## config.mk

```make
export PLATFORM = sky130hd
export DESIGN_NAME = eager_fork_data
export DESIGN_NICKNAME = d
export VERILOG_FILES = /design/src/rtl/eager_fork_data_pkg.sv /design/src/rtl/eager_fork_register.sv /design/src/rtl/eager_fork_data.sv
export SDC_FILE = /design/constraint.sdc
export NUM_CORES = 1
export LEC_CHECK = 0
export BUFFER_PORTS_ARGS = -buffer_cell sky130_fd_sc_hd__buf_2
export CAP_MARGIN = 10
export CORE_MARGIN = 10
export CORE_UTILIZATION = 24
export DETAILED_ROUTE_END_ITERATION = 10
export PLACE_DENSITY = 0.75
export SYNTH_ARGS = -nofsm -noshare
export SYNTH_HDL_FRONTEND = slang
export SYNTH_SLANG_ARGS = --single-unit
```

## constraint.sdc

```tcl
create_clock -name clk -period 0.8 [get_ports clk]
set_input_delay 0.08 -clock clk [delete_from_list [all_inputs] [get_ports clk]]
set_output_delay 0.08 -clock clk [all_outputs]
set_load 0.005 [all_outputs]
```

## src/rtl/eager_fork_data_pkg.sv

```systemverilog
// Shared constants for the eager fork block.
// Holds the default channel count and data width so every user of the fork
// picks up the same defaults. No ports; imported with eager_fork_data_pkg::*.
package eager_fork_data_pkg;

  localparam int unsigned FORK_SIZE_DEF   = 2;
  localparam int unsigned FORK_DATA_W_DEF = 32;

endpackage : eager_fork_data_pkg

```

## src/rtl/eager_fork_register.sv

```systemverilog
// One channel of the eager fork: holds the channel's "sent" flag.
// Ports:
//   clk, rst  - clock, asynchronous active-high reset
//   valid_i   - token currently presented to the fork
//   ready_i   - downstream ready for this channel
//   clear_i   - token consumed by the fork this cycle; drop the sent flag
//   valid_o   - channel valid (token present and not yet delivered here)
//   done_o    - channel no longer blocks consumption of the token
module eager_fork_register (
  input  logic clk,
  input  logic rst,
  input  logic valid_i,
  input  logic ready_i,
  input  logic clear_i,
  output logic valid_o,
  output logic done_o
);

  logic sent_q;
  logic sent_d;

  assign valid_o = valid_i & ~sent_q;
  // A channel that already delivered, or that accepts now, is finished.
  assign done_o  = sent_q | ready_i;

  always_comb begin
    sent_d = sent_q | (valid_o & ready_i);
    if (clear_i) begin
      sent_d = 1'b0;
    end
  end

  always_ff @(posedge clk or posedge rst) begin
    if (rst) begin
      sent_q <= 1'b0;
    end else begin
      sent_q <= sent_d;
    end
  end

endmodule : eager_fork_register

```

## src/rtl/eager_fork_data.sv

```systemverilog
// Eager fork: replicates one input token to SIZE output channels. Each
// channel is offered the token independently; the input is consumed only
// once every channel has taken its copy.
// Ports:
//   clk, rst    - clock, asynchronous active-high reset
//   ins         - input token data (DATA_TYPE bits)
//   ins_valid   - input token present
//   ins_ready   - input token consumed this cycle
//   outs        - SIZE copies of the token, channel i at [i*DATA_TYPE +: DATA_TYPE]
//   outs_valid  - per-channel valid
//   outs_ready  - per-channel ready
// Build option:
//   FORK_IN_REG_EN - adds a one-entry input register in front of the fork
//                    (1-cycle latency, full throughput). Undefined by default:
//                    purely combinational forwarding.
module eager_fork_data
  import eager_fork_data_pkg::*;
#(
  parameter int unsigned SIZE      = FORK_SIZE_DEF,
  parameter int unsigned DATA_TYPE = FORK_DATA_W_DEF
) (
  input  logic                      clk,
  input  logic                      rst,
  input  logic [DATA_TYPE-1:0]      ins,
  input  logic                      ins_valid,
  output logic                      ins_ready,
  output logic [SIZE*DATA_TYPE-1:0] outs,
  output logic [SIZE-1:0]           outs_valid,
  input  logic [SIZE-1:0]           outs_ready
);

  logic                 tok_valid;
  logic [DATA_TYPE-1:0] tok_data;
  logic [SIZE-1:0]      done;
  logic                 fork_accept;

  // The token leaves the fork when every channel is done with it.
  assign fork_accept = tok_valid & (&done);

`ifdef FORK_IN_REG_EN
  logic                 full_q;
  logic                 full_d;
  logic [DATA_TYPE-1:0] data_q;
  logic [DATA_TYPE-1:0] data_d;
  logic                 in_hs;

  // Accept a new token when empty, or when the held one leaves this cycle.
  assign ins_ready = ~full_q | fork_accept;
  assign in_hs     = ins_valid & ins_ready;

  always_comb begin
    full_d = full_q;
    data_d = data_q;
    if (in_hs) begin
      full_d = 1'b1;
      data_d = ins;
    end else if (fork_accept) begin
      full_d = 1'b0;
    end
  end

  always_ff @(posedge clk or posedge rst) begin
    if (rst) begin
      full_q <= 1'b0;
      data_q <= '0;
    end else begin
      full_q <= full_d;
      data_q <= data_d;
    end
  end

  assign tok_valid = full_q;
  assign tok_data  = data_q;
`else
  assign tok_valid = ins_valid;
  assign tok_data  = ins;
  // Independent of ins_valid so that an idle fork reports ready.
  assign ins_ready = &done;
`endif

  for (genvar i = 0; i < SIZE; i++) begin : g_chan
    assign outs[i*DATA_TYPE +: DATA_TYPE] = tok_data;

    eager_fork_register u_reg (
      .clk     (clk),
      .rst     (rst),
      .valid_i (tok_valid),
      .ready_i (outs_ready[i]),
      .clear_i (fork_accept),
      .valid_o (outs_valid[i]),
      .done_o  (done[i])
    );
  end

endmodule : eager_fork_data

```

Word-level counts from Yosys, hierarchy flattened
Index checks and enable logic that the tools add are counted.
{"block": "totals", "ff_bits": 2, "inputBits": 37, "out_inout_bits": 67, "word_cells": 16}
{"block": "classes", "n_mux": 2, "bitwise": 11, "reduce_logical": 1}
{"op": "1-bit bitwise AND", "count": 5}
{"op": "1-bit bitwise OR", "count": 4}
{"op": "1-bit 2-to-1 mux", "count": 2}
{"op": "1-bit NOT", "count": 2}
{"op": "2-bit AND reduction", "count": 1}

Depth between registers and ports, before layout
{"block": "depth", "depth_word": 5, "ltp_mapped": 2}

By module
A second synthesis with hierarchy kept.
{"block": "hier_totals", "cells_unflattened": 78, "area_unflattened_um2": 598.1}
{"module": "eager_fork_data", "instances": 1, "cells_per_inst": 66, "area_per_inst_um2": 493.0, "seq_area_each_um2": 0.0}
{"module": "eager_fork_register", "instances": 2, "cells_per_inst": 6, "area_per_inst_um2": 52.6, "seq_area_each_um2": 25.0}

Worst setup path before layout
No wires, ideal clock.
{"block": "synth_timing", "path_type": "register to output", "start": "reg g_chan[1].u_reg.sent_q", "end": "out outs_valid[1]", "t_arrival_ns": 0.681, "required_time_ns": 0.720, "path_slack_ns": 0.039, "path_stages_with_launch": 3, "cell_sequence": "dfrtp_1 > and2b_2 > buf_4"}
{"block": "synth_between", "elab_chain_cells": 2}
{"element": "start: declaration", "line": "eager_fork_register.sv:19", "rtl": "logic sent_q;"}
{"element": "start signal: assignment", "line": "eager_fork_register.sv:37", "rtl": "sent_q <= sent_d;"}
{"element": "1-bit NOT", "line": "eager_fork_register.sv:22", "rtl": "assign valid_o = valid_i & ~sent_q;"}
{"element": "1-bit bitwise AND", "line": "eager_fork_register.sv:22"}
{"element": "end: declaration", "line": "eager_fork_data.sv:28", "rtl": "output logic [SIZE-1:0] outs_valid,"}
No other way between the ends.

Worst setup path in the final report
{"block": "layout_timing", "start": "reg g_chan[0].u_reg.sent_q", "end": "out ins_ready"}
{"block": "layout_between", "elab_chain_cells": 2}
{"element": "start: declaration", "line": "eager_fork_register.sv:19"}
{"element": "start signal: assignment", "line": "eager_fork_register.sv:37"}
{"element": "1-bit bitwise OR", "line": "eager_fork_register.sv:24", "rtl": "assign done_o = sent_q | ready_i;"}
{"element": "2-bit AND reduction", "line": "eager_fork_data.sv:78", "rtl": "assign ins_ready = &done;"}
{"element": "end: declaration", "line": "eager_fork_data.sv:26", "rtl": "output logic ins_ready,"}
No other way between the ends.

==> flow_summary.ini <==
[outcome]
status = finished with violations
violations = setup timing

[die]
start_util_pct = 24.8
fp.dieW_um = 70.3
die_h_um = 70.3
dieArea_mm2 = 0.00495
core-area_mm2 = 0.00245
rows = 18
io_pins = 104

[hold_path]
min_path_cells = 3
hold_start = outs_ready[1]
worstHoldEndpoint = g_chan[0].u_reg.sent_q
hold_class = input pin to flop

[worst_setup_path]
r2r-end = g_chan[1].u_reg.sent_q
critical_path_buf_inv_count = 1
cp.required_ns = 0.72
crit_path_max_fanout = 3
end_kind = output pin
arrival_ns = 0.95
reg2reg_depth = 3
cp_slowest_stage_delay_ns = 0.39
setup.worst_path.start_class = flop
slowest_stage = dfrtp_1
setup.worst_path.class = flop to output pin
path_delay_family = flip-flops
path_cells = o22a_2 > buf_6
crit_cells = 2
r2r_slack_ns = -0.05
r2r_start = g_chan[0].u_reg.sent_q

[cells_and_area]
drive_gt1_share_pct = 58.3
fillers = 280
n_antenna_cell = 0
reg.largest.list = g_chan.u_reg.sent_q: 2 flops
multiInputGateArea_um2 = 62.6
top_register = g_chan.u_reg.sent_q
nNetsFinal = 63
syn_to_final_growth_pct = -59.7
final_cell_area_um2 = 245
largest_register_ffs = 2
area.sequential_um2 = 50.0

[power_and_ir_drop]
finalPower_mw = 0.459
power_frac_clock_pct = 48.1
comb_power_share_pct = 24.3
powerDensity_mw_per_mm2 = 1870
seqPwrFrac_pct = 27.6
switching_share_pct = 23.3
intPower_mw = 0.352
leakage_nw = 0.111
p_switching_mw = 0.107
ir_drop_v = 0.000595

[drt]
totalWireLength_um = 613
drtAntennaViolNets = 0
drcViolationCount = 0
via_per_inst = 3.26
wl_per_cell_um = 11.4
vias = 176
drt-initial-drc-count = 10
first_pass_iters = 2

[placement]
gp_congestion = 0.721
place_area_um2 = 185
portBuffers = 7

[sta]
worst_pin_slew_ns = 0.122
hold_viol_final = 0
max_freq_mhz = 972
finalCritPeriodShare_pct = 129
fin_ws_ns = -0.229
fin_hold_ws_ns = 0.150
fin_skew_ns = 0.0000286
slew_headroom_pct = 91.8
min_period_ns = 1.03
slew_violations = 0
rsz0062_at_grt = true
finalSetupViolations = 4

[yosys]
synth_cells = 78
synth_area_leader_cell = buf_4
synth_top_area_share_pct = 81.5
avgSynthCellArea_um2 = 7.80
synth.net_count = 115
synth_edf_count = 0
yosysMostFrequentCell = buf_4
synth_commonest_cells = 66 x buf_4, 2 x a21oi_1, 2 x dfrtp_1, 2 x nor2_1, 2 x o21a_1
synthDistinctLibCells = 9
syn_area_um2 = 608
synth_seq_area_share_pct = 8.23
synth_warnings = 0
netlist_top_cells_area = buf_4 81%, dfrtp_1 8.2%, o21a_1 2.5%, a21oi_1 1.6%, o22a_2 1.6%
synth-seq-cells = 2
synthArstFlopShare_pct = 100
synthFlopType = dfrtp_1

[global_route]
use_met3_pct = 3.25
grt_max_degree = 7
busiest_layer = met4
antenna_found_initial = 0
grt.met1_usage_pct = 1.49
grt_pass1_wl_um = 959
grt_util_met2_pct = 1.90
grt_pass1_vias = 218
track_usage_pct = 2.49
grt-ovfl-total = 0

[clock_tree]
clk_path_buf_depth = 2
htree_levels = 1
root_buffer = clkbuf_4
cts_buffers = 3
cts_tree = done
clk_latency_ns = 0.22
clkTransAtPathRegs_ns = 0.03
clock_sinks = 2

[job]
cap_violations = 0
## layout make-up
class                   instances  area share, %
clock buffers                   3           9.18
flip-flops and latches          2           20.4
well taps                      30           15.3
inverters                       1           1.53
multi-input cells               9           25.5
repair buffers                  9           28.1
## logic make-up after synthesis
group	after synthesis	share of synthesized area, %
compound gates	5	5.76
buf+inv	67	82.1
flops	2	8.23
simple gates	4	3.91
## metrics by stage
stage | util [%] | cells | worst slack [ns] | setup TNS (ns)
finish | 9.99 | 54 | -0.229 | -0.684
detailed placement | 7.54 | 49 | -0.0242 | -0.0268
floorplan | - | 78 | 0.0393 | 0
CTS | 9.33 | 54 | -0.245 | -0.712
global route | 9.99 | 54 | -0.282 | -0.897
global placement | 7.54 | 49 | -0.00361 | -0.00361
## worst min-delay path, cell delays in order
cell and delay [ns]:
buf_2 0.11, o21a_1 0.10, nor2_1 0.04
## power by group through the flow
stage | Combinational [mW] | Sequential, mW | Clock [mW]
2_1_floorplan | 0.313 | 0.125 | 0
3_3_place_gp | 0.0730 | 0.126 | 0
3_5_place_dp | 0.0762 | 0.129 | 0
4_1_cts | 0.0944 | 0.126 | 0.235
5_1_grt | 0.124 | 0.129 | 0.260
6_report | 0.111 | 0.127 | 0.221
## routing by layer
metal / vias up / wire [um]
met5: - / 0
met4: 0 / 96
met3: 23 / 154
met2: 20 / 206
met1: 67 / 156
li1: 66 / -
## layout by cell type, fill, tap and decap left out
cell           count
a21oi_2            1
dlygate4sd3_1      1
o21a_1             2
dfrtp_1            2
clkbuf_4           3
buf_2              5
o22a_2             1
nor2_1             2
a21oi_1            1
and2b_2            1
inv_1              1
and2b_1            1
buf_6              3
## what timing repair did
item / in CTS / in global routing
pin swaps: 1 / 4
gates resized for setup: 1 / 3
setup endpoints to repair: 3 / 5
endpoints found under the hold margin: 2 / 0
setup buffers: 1 / 1
hold buffers: 1 / 0
## worst max-delay path by stage
| stage | startpoint | to |
|---|---|---|
| after detailed placement | g_chan[0].u_reg.sent_q | ins_ready |
| after global placement | g_chan[0].u_reg.sent_q | ins_ready |
| final | g_chan[0].u_reg.sent_q | ins_ready |
| after global routing | g_chan[0].u_reg.sent_q | ins_ready |
| after CTS | g_chan[1].u_reg.sent_q | outs_valid[1] |
| after floorplan | g_chan[1].u_reg.sent_q | outs_valid[1] |
Power figures use the tool's default switching activity.
